### src/rtl/line_sum_pkg.sv
// Shared types and widths for the three-row line-sum block.
package line_sum_pkg;

  localparam int PIX_W = 8;
  localparam int SUM_W = 10;
  localparam int CNT_W = 4;

  typedef enum logic [1:0] {
    FILL1 = 2'd0,
    FILL2 = 2'd1,
    RUN   = 2'd2,
    FLUSH = 2'd3
  } state_t;

  // Three-pixel column sum; 3 x 255 = 765 always fits in SUM_W bits.
  function automatic logic [SUM_W-1:0] sum3(input logic [PIX_W-1:0] a,
                                            input logic [PIX_W-1:0] b,
                                            input logic [PIX_W-1:0] c);
    return SUM_W'(a) + SUM_W'(b) + SUM_W'(c);
  endfunction

endpackage

### src/rtl/line_sum_seq_if.sv
// Pixel input, line-FIFO and result-stream signals of line_sum_seq.
interface line_sum_seq_if;
  import line_sum_pkg::*;

  logic             restart;
  logic [PIX_W-1:0] pix_data;
  logic             pix_valid;
  logic             fifo1_wr;
  logic             fifo2_wr;
  logic [PIX_W-1:0] fifo1_din;
  logic [PIX_W-1:0] fifo2_din;
  logic             fifo1_rd;
  logic             fifo2_rd;
  logic [PIX_W-1:0] fifo1_dout;
  logic [PIX_W-1:0] fifo2_dout;
  logic             fifo_sclr;
  logic [SUM_W-1:0] sum_data;
  logic             sum_valid;
  logic             sum_ready;
  logic             frame_done;
  logic             ovf_err;

  // The line-sum block itself.
  modport master (
    input  restart, pix_data, pix_valid, fifo1_dout, fifo2_dout, sum_ready,
    output fifo1_wr, fifo2_wr, fifo1_din, fifo2_din, fifo1_rd, fifo2_rd,
           fifo_sclr, sum_data, sum_valid, frame_done, ovf_err
  );

  // The environment: pixel source, line FIFOs and result sink.
  modport slave (
    output restart, pix_data, pix_valid, fifo1_dout, fifo2_dout, sum_ready,
    input  fifo1_wr, fifo2_wr, fifo1_din, fifo2_din, fifo1_rd, fifo2_rd,
           fifo_sclr, sum_data, sum_valid, frame_done, ovf_err
  );

endinterface

### src/rtl/line_sum_dp.sv
// Datapath: pixel and FIFO-output capture, three-input adder and the
// result register that holds its value until the consumer accepts it.
module line_sum_dp
  import line_sum_pkg::*;
(
  input  logic             sys_clk,
  input  logic             rst_n,
  input  logic             clear,
  input  logic             ld_pix,
  input  logic [PIX_W-1:0] pix_data,
  input  logic             ld_dout,
  input  logic [PIX_W-1:0] fifo1_dout,
  input  logic [PIX_W-1:0] fifo2_dout,
  input  logic             ld_sum,
  input  logic             sum_ready,
  output logic [PIX_W-1:0] pix_q,
  output logic [SUM_W-1:0] sum_data,
  output logic             sum_valid
);

  logic [PIX_W-1:0] f1_q;
  logic [PIX_W-1:0] f2_q;

  // Capture the accepted pixel and the two older rows read back from the FIFOs.
  always_ff @(posedge sys_clk or negedge rst_n) begin
    // NOTE: sequential state uses non-blocking assignments so every flop samples pre-edge values.
    if (!rst_n) begin
      pix_q <= '0;
      f1_q  <= '0;
      f2_q  <= '0;
    end else if (clear) begin
      pix_q <= '0;
      f1_q  <= '0;
      f2_q  <= '0;
    end else begin
      if (ld_pix) pix_q <= pix_data;
      if (ld_dout) begin
        f1_q <= fifo1_dout;
        f2_q <= fifo2_dout;
      end
    end
  end

  // Result register: load a new sum, otherwise hold until transferred.
  always_ff @(posedge sys_clk or negedge rst_n) begin
    if (!rst_n) begin
      sum_valid <= 1'b0;
      sum_data  <= '0;
    end else if (clear) begin
      sum_valid <= 1'b0;
      sum_data  <= '0;
    end else if (ld_sum) begin
      sum_valid <= 1'b1;
      sum_data  <= sum3(f1_q, f2_q, pix_q);
    end else if (sum_valid && sum_ready) begin
      sum_valid <= 1'b0;
    end
  end

endmodule

### src/rtl/line_sum_seq.sv
// Three-row column summer: sequences two external line FIFOs so that each
// pixel from the third row on is added to the pixels directly above it.
module line_sum_seq
  import line_sum_pkg::*;
#(
  parameter int COL = 5,
  parameter int ROW = 5
) (
  input logic            sys_clk,
  input logic            rst_n,
  line_sum_seq_if.master bus
);

  localparam logic [CNT_W-1:0] COL_LAST = CNT_W'(COL - 1);
  localparam logic [CNT_W-1:0] ROW_LAST = CNT_W'(ROW - 1);
  localparam logic [CNT_W-1:0] COL_NUM  = CNT_W'(COL);

  state_t           state_q, state_d;
  logic [CNT_W-1:0] col_q, col_d;
  logic [CNT_W-1:0] row_q, row_d;
  logic [CNT_W-1:0] fl_q, fl_d;      // FLUSH reads issued so far
  logic [2:0]       pipe_q;          // bit i set: accepted pixel is in cycle T+1+i
  logic             busy, accept, drop, col_last, s2_run, s3_run, stalled;
  logic             wr1_d, wr2_d, rd_d, done_d;
  logic [PIX_W-1:0] din1_d, din2_d;
  logic [PIX_W-1:0] pix_q;

  assign stalled  = bus.sum_valid && !bus.sum_ready;
  assign busy     = (|pipe_q) || stalled;
  assign accept   = bus.pix_valid && !bus.restart && (state_q != FLUSH) && !busy;
  assign drop     = bus.pix_valid && !bus.restart && !accept;
  assign col_last = (col_q == COL_LAST);
  assign s2_run   = pipe_q[1] && (state_q == RUN);
  assign s3_run   = pipe_q[2] && (state_q == RUN);

  // State register; restart returns to FILL1 from any state.
  always_ff @(posedge sys_clk or negedge rst_n) begin
    if (!rst_n)           state_q <= FILL1;
    else if (bus.restart) state_q <= FILL1;
    else                  state_q <= state_d;
  end

  // Next state, counters and next values of the registered FIFO strobes.
  always_comb begin
    // NOTE: every always_comb output gets a default first, so no latch is inferred.
    state_d = state_q;
    col_d   = col_q;
    row_d   = row_q;
    fl_d    = fl_q;
    wr1_d   = 1'b0;
    wr2_d   = 1'b0;
    rd_d    = 1'b0;
    done_d  = 1'b0;
    din1_d  = bus.fifo1_din;
    din2_d  = bus.fifo2_din;

    // Stage 1: fill writes go out directly, RUN reads both older rows.
    if (accept) begin
      unique case (state_q)
        FILL1:   begin wr1_d = 1'b1; din1_d = bus.pix_data; end
        FILL2:   begin wr2_d = 1'b1; din2_d = bus.pix_data; end
        RUN:     rd_d = 1'b1;
        default: ;
      endcase
    end

    // Stage 2 in RUN: shift rows down one FIFO (row n-1 -> FIFO1, row n -> FIFO2).
    if (s2_run) begin
      wr1_d  = 1'b1;
      wr2_d  = 1'b1;
      din1_d = bus.fifo2_dout;
      din2_d = pix_q;
    end

    // Stage 3 retires the pixel; position and state advance only here, so
    // the state seen by stages 1-2 is the one the pixel was accepted in.
    if (pipe_q[2]) begin
      col_d = col_last ? '0 : col_q + 1'b1;
      if (col_last) begin
        unique case (state_q)
          FILL1: begin state_d = FILL2; row_d = CNT_W'(1); end
          FILL2: begin state_d = RUN;   row_d = CNT_W'(2); end
          RUN: begin
            if (row_q == ROW_LAST) begin
              state_d = FLUSH;
              rd_d    = 1'b1;
              fl_d    = CNT_W'(1);
            end else begin
              row_d = row_q + 1'b1;
            end
          end
          default: ;
        endcase
      end
    end

    // Drain COL entries from each FIFO, then wait for the last result.
    if (state_q == FLUSH) begin
      if (fl_q != COL_NUM) begin
        rd_d = 1'b1;
        fl_d = fl_q + 1'b1;
      end else if (!stalled) begin
        done_d  = 1'b1;
        state_d = FILL1;
        col_d   = '0;
        row_d   = '0;
        fl_d    = '0;
      end
    end
  end

  // Counters, pipeline tags and registered FIFO/status outputs.
  always_ff @(posedge sys_clk or negedge rst_n) begin
    if (!rst_n) begin
      col_q          <= '0;
      row_q          <= '0;
      fl_q           <= '0;
      pipe_q         <= '0;
      bus.fifo1_wr   <= 1'b0;
      bus.fifo2_wr   <= 1'b0;
      bus.fifo1_rd   <= 1'b0;
      bus.fifo2_rd   <= 1'b0;
      bus.fifo1_din  <= '0;
      bus.fifo2_din  <= '0;
      bus.frame_done <= 1'b0;
      bus.ovf_err    <= 1'b0;
      bus.fifo_sclr  <= 1'b1;
    end else if (bus.restart) begin
      col_q          <= '0;
      row_q          <= '0;
      fl_q           <= '0;
      pipe_q         <= '0;
      bus.fifo1_wr   <= 1'b0;
      bus.fifo2_wr   <= 1'b0;
      bus.fifo1_rd   <= 1'b0;
      bus.fifo2_rd   <= 1'b0;
      bus.fifo1_din  <= '0;
      bus.fifo2_din  <= '0;
      bus.frame_done <= 1'b0;
      bus.ovf_err    <= 1'b0;
      bus.fifo_sclr  <= 1'b1;
    end else begin
      col_q          <= col_d;
      row_q          <= row_d;
      fl_q           <= fl_d;
      pipe_q         <= {pipe_q[1:0], accept};
      bus.fifo1_wr   <= wr1_d;
      bus.fifo2_wr   <= wr2_d;
      bus.fifo1_rd   <= rd_d;
      bus.fifo2_rd   <= rd_d;
      bus.fifo1_din  <= din1_d;
      bus.fifo2_din  <= din2_d;
      bus.frame_done <= done_d;
      bus.ovf_err    <= bus.ovf_err | drop;
      bus.fifo_sclr  <= 1'b0;
    end
  end

  line_sum_dp u_dp (
    .sys_clk    (sys_clk),
    .rst_n      (rst_n),
    .clear      (bus.restart),
    .ld_pix     (accept),
    .pix_data   (bus.pix_data),
    .ld_dout    (s2_run),
    .fifo1_dout (bus.fifo1_dout),
    .fifo2_dout (bus.fifo2_dout),
    .ld_sum     (s3_run),
    .sum_ready  (bus.sum_ready),
    .pix_q      (pix_q),
    .sum_data   (bus.sum_data),
    .sum_valid  (bus.sum_valid)
  );

endmodule

### src/flat_wrapper.sv
// flat-port wrapper written by rule: the top's interface ports become plain ports
module line_sum_seq_flat import line_sum_pkg::*;
#(
  parameter int COL = 5,
  parameter int ROW = 5
)
  (sys_clk, rst_n, bus_restart, bus_pix_data, bus_pix_valid, bus_fifo1_dout, bus_fifo2_dout, bus_sum_ready, bus_fifo1_wr, bus_fifo2_wr, bus_fifo1_din, bus_fifo2_din, bus_fifo1_rd, bus_fifo2_rd, bus_fifo_sclr, bus_sum_data, bus_sum_valid, bus_frame_done, bus_ovf_err);
  line_sum_seq_if bus_i ();
  input logic sys_clk;
  input logic rst_n;
  input wire logic [$bits(bus_i.restart)-1:0] bus_restart;
  input wire logic [$bits(bus_i.pix_data)-1:0] bus_pix_data;
  input wire logic [$bits(bus_i.pix_valid)-1:0] bus_pix_valid;
  input wire logic [$bits(bus_i.fifo1_dout)-1:0] bus_fifo1_dout;
  input wire logic [$bits(bus_i.fifo2_dout)-1:0] bus_fifo2_dout;
  input wire logic [$bits(bus_i.sum_ready)-1:0] bus_sum_ready;
  output wire logic [$bits(bus_i.fifo1_wr)-1:0] bus_fifo1_wr;
  output wire logic [$bits(bus_i.fifo2_wr)-1:0] bus_fifo2_wr;
  output wire logic [$bits(bus_i.fifo1_din)-1:0] bus_fifo1_din;
  output wire logic [$bits(bus_i.fifo2_din)-1:0] bus_fifo2_din;
  output wire logic [$bits(bus_i.fifo1_rd)-1:0] bus_fifo1_rd;
  output wire logic [$bits(bus_i.fifo2_rd)-1:0] bus_fifo2_rd;
  output wire logic [$bits(bus_i.fifo_sclr)-1:0] bus_fifo_sclr;
  output wire logic [$bits(bus_i.sum_data)-1:0] bus_sum_data;
  output wire logic [$bits(bus_i.sum_valid)-1:0] bus_sum_valid;
  output wire logic [$bits(bus_i.frame_done)-1:0] bus_frame_done;
  output wire logic [$bits(bus_i.ovf_err)-1:0] bus_ovf_err;
  assign bus_i.restart = bus_restart;
  assign bus_i.pix_data = bus_pix_data;
  assign bus_i.pix_valid = bus_pix_valid;
  assign bus_i.fifo1_dout = bus_fifo1_dout;
  assign bus_i.fifo2_dout = bus_fifo2_dout;
  assign bus_i.sum_ready = bus_sum_ready;
  assign bus_fifo1_wr = bus_i.fifo1_wr;
  assign bus_fifo2_wr = bus_i.fifo2_wr;
  assign bus_fifo1_din = bus_i.fifo1_din;
  assign bus_fifo2_din = bus_i.fifo2_din;
  assign bus_fifo1_rd = bus_i.fifo1_rd;
  assign bus_fifo2_rd = bus_i.fifo2_rd;
  assign bus_fifo_sclr = bus_i.fifo_sclr;
  assign bus_sum_data = bus_i.sum_data;
  assign bus_sum_valid = bus_i.sum_valid;
  assign bus_frame_done = bus_i.frame_done;
  assign bus_ovf_err = bus_i.ovf_err;
  line_sum_seq #(.COL(COL), .ROW(ROW)) u_core (.sys_clk(sys_clk), .rst_n(rst_n), .bus(bus_i));
endmodule
### config.mk
export PLATFORM = sky130hd
export DESIGN_NAME = line_sum_seq_flat
export DESIGN_NICKNAME = d
export VERILOG_FILES = /design/src/rtl/line_sum_pkg.sv /design/src/rtl/line_sum_seq_if.sv /design/src/rtl/line_sum_dp.sv /design/src/rtl/line_sum_seq.sv /design/src/flat_wrapper.sv
export SDC_FILE = /design/constraint.sdc
export NUM_CORES = 1
export LEC_CHECK = 0
export CAP_MARGIN = 0
export CORE_MARGIN = 2
export CORE_UTILIZATION = 45
export DETAILED_ROUTE_END_ITERATION = 7
export MAX_ROUTING_LAYER = met4
export PLACE_DENSITY = 0.65
export SLEW_MARGIN = 5
export SYNTH_ARGS = -nofsm -noshare
export SYNTH_HDL_FRONTEND = slang
export SYNTH_HIERARCHICAL = 1
export SYNTH_SLANG_ARGS = --single-unit
### constraint.sdc
create_clock -name sys_clk -period 3 [get_ports sys_clk]
set_input_delay 0.6 -clock sys_clk [delete_from_list [all_inputs] [get_ports sys_clk]]
set_output_delay 0.6 -clock sys_clk [all_outputs]
set_load 0.05 [all_outputs]
==> metrics.txt <==
GP Congestion 0.812; Tmin final 2.60 ns; Post-Synthesis Net Count 421; WS Path Type reg -> reg; Synth async-reset ratio 100%; port bufs 62; routed wl met2 4370 um; syn avg cell area 11.0 um^2; initial antenna violation count 0; Worst Reg-to-Reg Cells 9; setup TNS 0 ns; htree depth 3; reg2reg end u_core/u_dp/sum_data[7]$_DFFE_PN0P_; via count 2,923; Routed met3 length 346 um; Post-CTS Hold Buffers 0; CP cell instances inv_1 > fa_1 > inv_1 > ha_1 > fa_1 > a211oi_2 > o21bai_1 > a211oi_1 > o41ai_1; Worst EP required 3.20 ns; vias per std cell 5.44; Max Fanout on Critical Path 3; Worst-Margin Slew 0.938 ns; post-synth cell types 62; Total Routing Usage GR 19.5%; Crit. Startpoint u_core/u_dp/pix_q[1]$_DFFE_PN0P_; total gr overflow 0; top_reg_cell synth dfrtp_1; Worst Skew 0.00606 ns; Tcrit/Tclk final 86.6%; total clock sinks 74; dpl cells 522; crit path DAT 2.80 ns; CP Launch Type flip-flop; setup violators final 0; number of synthesized flops with an enable pin 0; DR iter-0 viols 95; Peak VDD IR 0.292 mV; Fmax achieved 0.385 GHz; Top Metal Used met4; Die W 99.1 um; WL per Instance 16.8 um; DRT met1 WL 4210 um; worst min-delay path class in -> async; CTS root buffer clkbuf_8; reg-to-reg slack, setup 0.40 ns; cells after synthesis 370; top cell type's share of synthesized area 44.9%; Post-CTS Setup Inserts 0; top post-synthesis cells by area dfrtp_1 (45%), mux2i_1 (8.9%), fa_1 (4.4%); remaining antenna violation count 0; layout cells sized above 1 10.5%; Yosys Warn Count 6; Initial Util 46.5%; Reg area 1850 um^2; Post-DP HPWL 6270 um; worst-skew pair later-pin latency 0.34 ns; dpl ws 0.418 ns; max cap viols 0; Area Overhead vs Synth 20.8%; Hold WS 0.390 ns; NumNets Final 476; CTS Buffer Depth 2; max-slew violations 0; TritonCTS clock tree built; final WL 9030 um; CP max stage cell fa_1; post_cts resized 0; fill count 798; # diodes 0; #FFs+latches synth 74; total power 2.08 mW; pwr dens 422 nW/um^2; RR Startpoint u_core/u_dp/pix_q[1]$_DFFE_PN0P_; Worst path max stage delay 0.53 ns; drt pass-1 iters 4; num ports 63; Core Area 8760 um^2; Cell Area, Synth 4070 um^2; DRC 0; Leak 2.10 nW; worst rel slew slack 37.5%; total CTS buffers 9; pin count of the biggest net entering global routing 75; Site Rows 34; Multi-input gate area 2010 um^2; crit end category flip-flop; first-pass GRT wire length 14,700 um; die area 9820 um^2; vias in the first global route 2,946; leading area contributor after synthesis dfrtp_1; Clock transition at path regs 0.08 ns; outcome complete, no violations; Seq/Total Area, Yosys 45.5%; Fin. Hold Viols 0; DIE HEIGHT 99.1 um; Worst Setup Slack, final 0.403 ns; Final Non-Filler Cells 537; RSZ-0062 raised after global routing no
==> flip-flops by register name, indices dropped and copies added (netlist names), 2 cells and up <==
name and cells:
u_core/state_q 2, u_core/u_dp/f2_q 8, u_core/row_q 4, u_core/bus.fifo2_din 8, u_core/bus.fifo1_din 8, u_core/u_dp/pix_q 8
u_core/u_dp/f1_q 8, u_core/fl_q 4, u_core/pipe_q 3, u_core/col_q 4, u_core/u_dp/sum_data 10
==> stage by stage <==
step / cell area, um^2 / utilization (%)
floorplan: 4070 / -
global placement: 4700 / 53.6
detailed placement: 4700 / 53.6
CTS: 4920 / 56.1
global route: 4920 / 56.1
finish: 4920 / 56.1
==> power breakdown <==
group          leakage [nW]  internal, mW  switching, mW
Combinational         0.966        0.0753          0.112
Clock                 0.110         0.511          0.353
Sequential             1.02          1.01         0.0144
==> routing by layer <==
layer / GRT usage [%] / up-vias
met3: 3.16 / 9
met4: 6.01 / 0
met2: 30.5 / 50
li1: - / 1422
met1: 26.5 / 1442
met5: - / -
==> layout make-up <==
| type | instances | area share [%] |
|---|---|---|
| clock buffers | 13 | 3.23 |
| clock inverters | 2 | 1.22 |
| inverters | 20 | 1.73 |
| multi-input cells | 257 | 40.8 |
| flip-flops and latches | 74 | 37.7 |
| well taps | 108 | 2.75 |
| repair buffers | 63 | 12.6 |
==> cell usage in the layout (no fill, tap or decap), types with 8 or more instances in the layout <==
cell	synthesis	final
a211oi_2	9	9
a21oi_1	27	27
clkbuf_8	0	11
clkdlybuf4s50_1	0	60
dfrtp_1	73	73
fa_1	9	9
ha_1	13	13
inv_1	18	18
mux2i_1	36	36
nand2_1	14	14
nor2_1	47	47
o21ai_0	9	9
o2bb2ai_1	8	8
==> synthesized netlist by cell type (7+ instances only) <==
| library cell | instances |
|---|---|
| a211oi_2 | 9 |
| a21oi_1 | 27 |
| fa_1 | 9 |
| nand2_1 | 14 |
| o2bb2ai_1 | 8 |
| nor2_1 | 47 |
| o21ai_0 | 9 |
| clkbuf_1 | 8 |
| mux2_2 | 7 |
| ha_1 | 13 |
| mux2i_1 | 36 |
| dfrtp_1 | 73 |
| inv_1 | 18 |
==> cell families after synthesis <==
group                      count (synthesis)  share of synthesized area (%)
AOI/OAI and AO/OA                         80                           14.7
xor gates and xnor gates                   3                          0.645
adders and majority gates                 22                           8.42
buffers and inverters                     39                           5.22
DFF                                       74                           45.5
muxes                                     44                           11.1
and+or+nand+nor                          108                           14.5
==> worst max path at each step <==
stage	slack, ns	to	cells after the start
floorplan	0.58	u_core/u_dp/sum_data[7]$_DFFE_PN0P_	9
global placement	0.47	u_core/u_dp/sum_data[7]$_DFFE_PN0P_	9
detailed placement	0.42	u_core/u_dp/sum_data[7]$_DFFE_PN0P_	9
CTS	0.41	u_core/u_dp/sum_data[7]$_DFFE_PN0P_	9
global route	0.26	u_core/u_dp/sum_data[7]$_DFFE_PN0P_	9
finish	0.40	u_core/u_dp/sum_data[7]$_DFFE_PN0P_	9
==> worst max-delay path, delay by kind of cell, from the launching register on <==
family	cells	cell delay, ns
AO/OA/AOI/OAI	4	0.73
flip-flops	1	0.37
adder cells (fa/ha/maj)	3	1.25
buffers and inverters	2	0.11
Note: power is estimated with default switching activity, not from simulation.
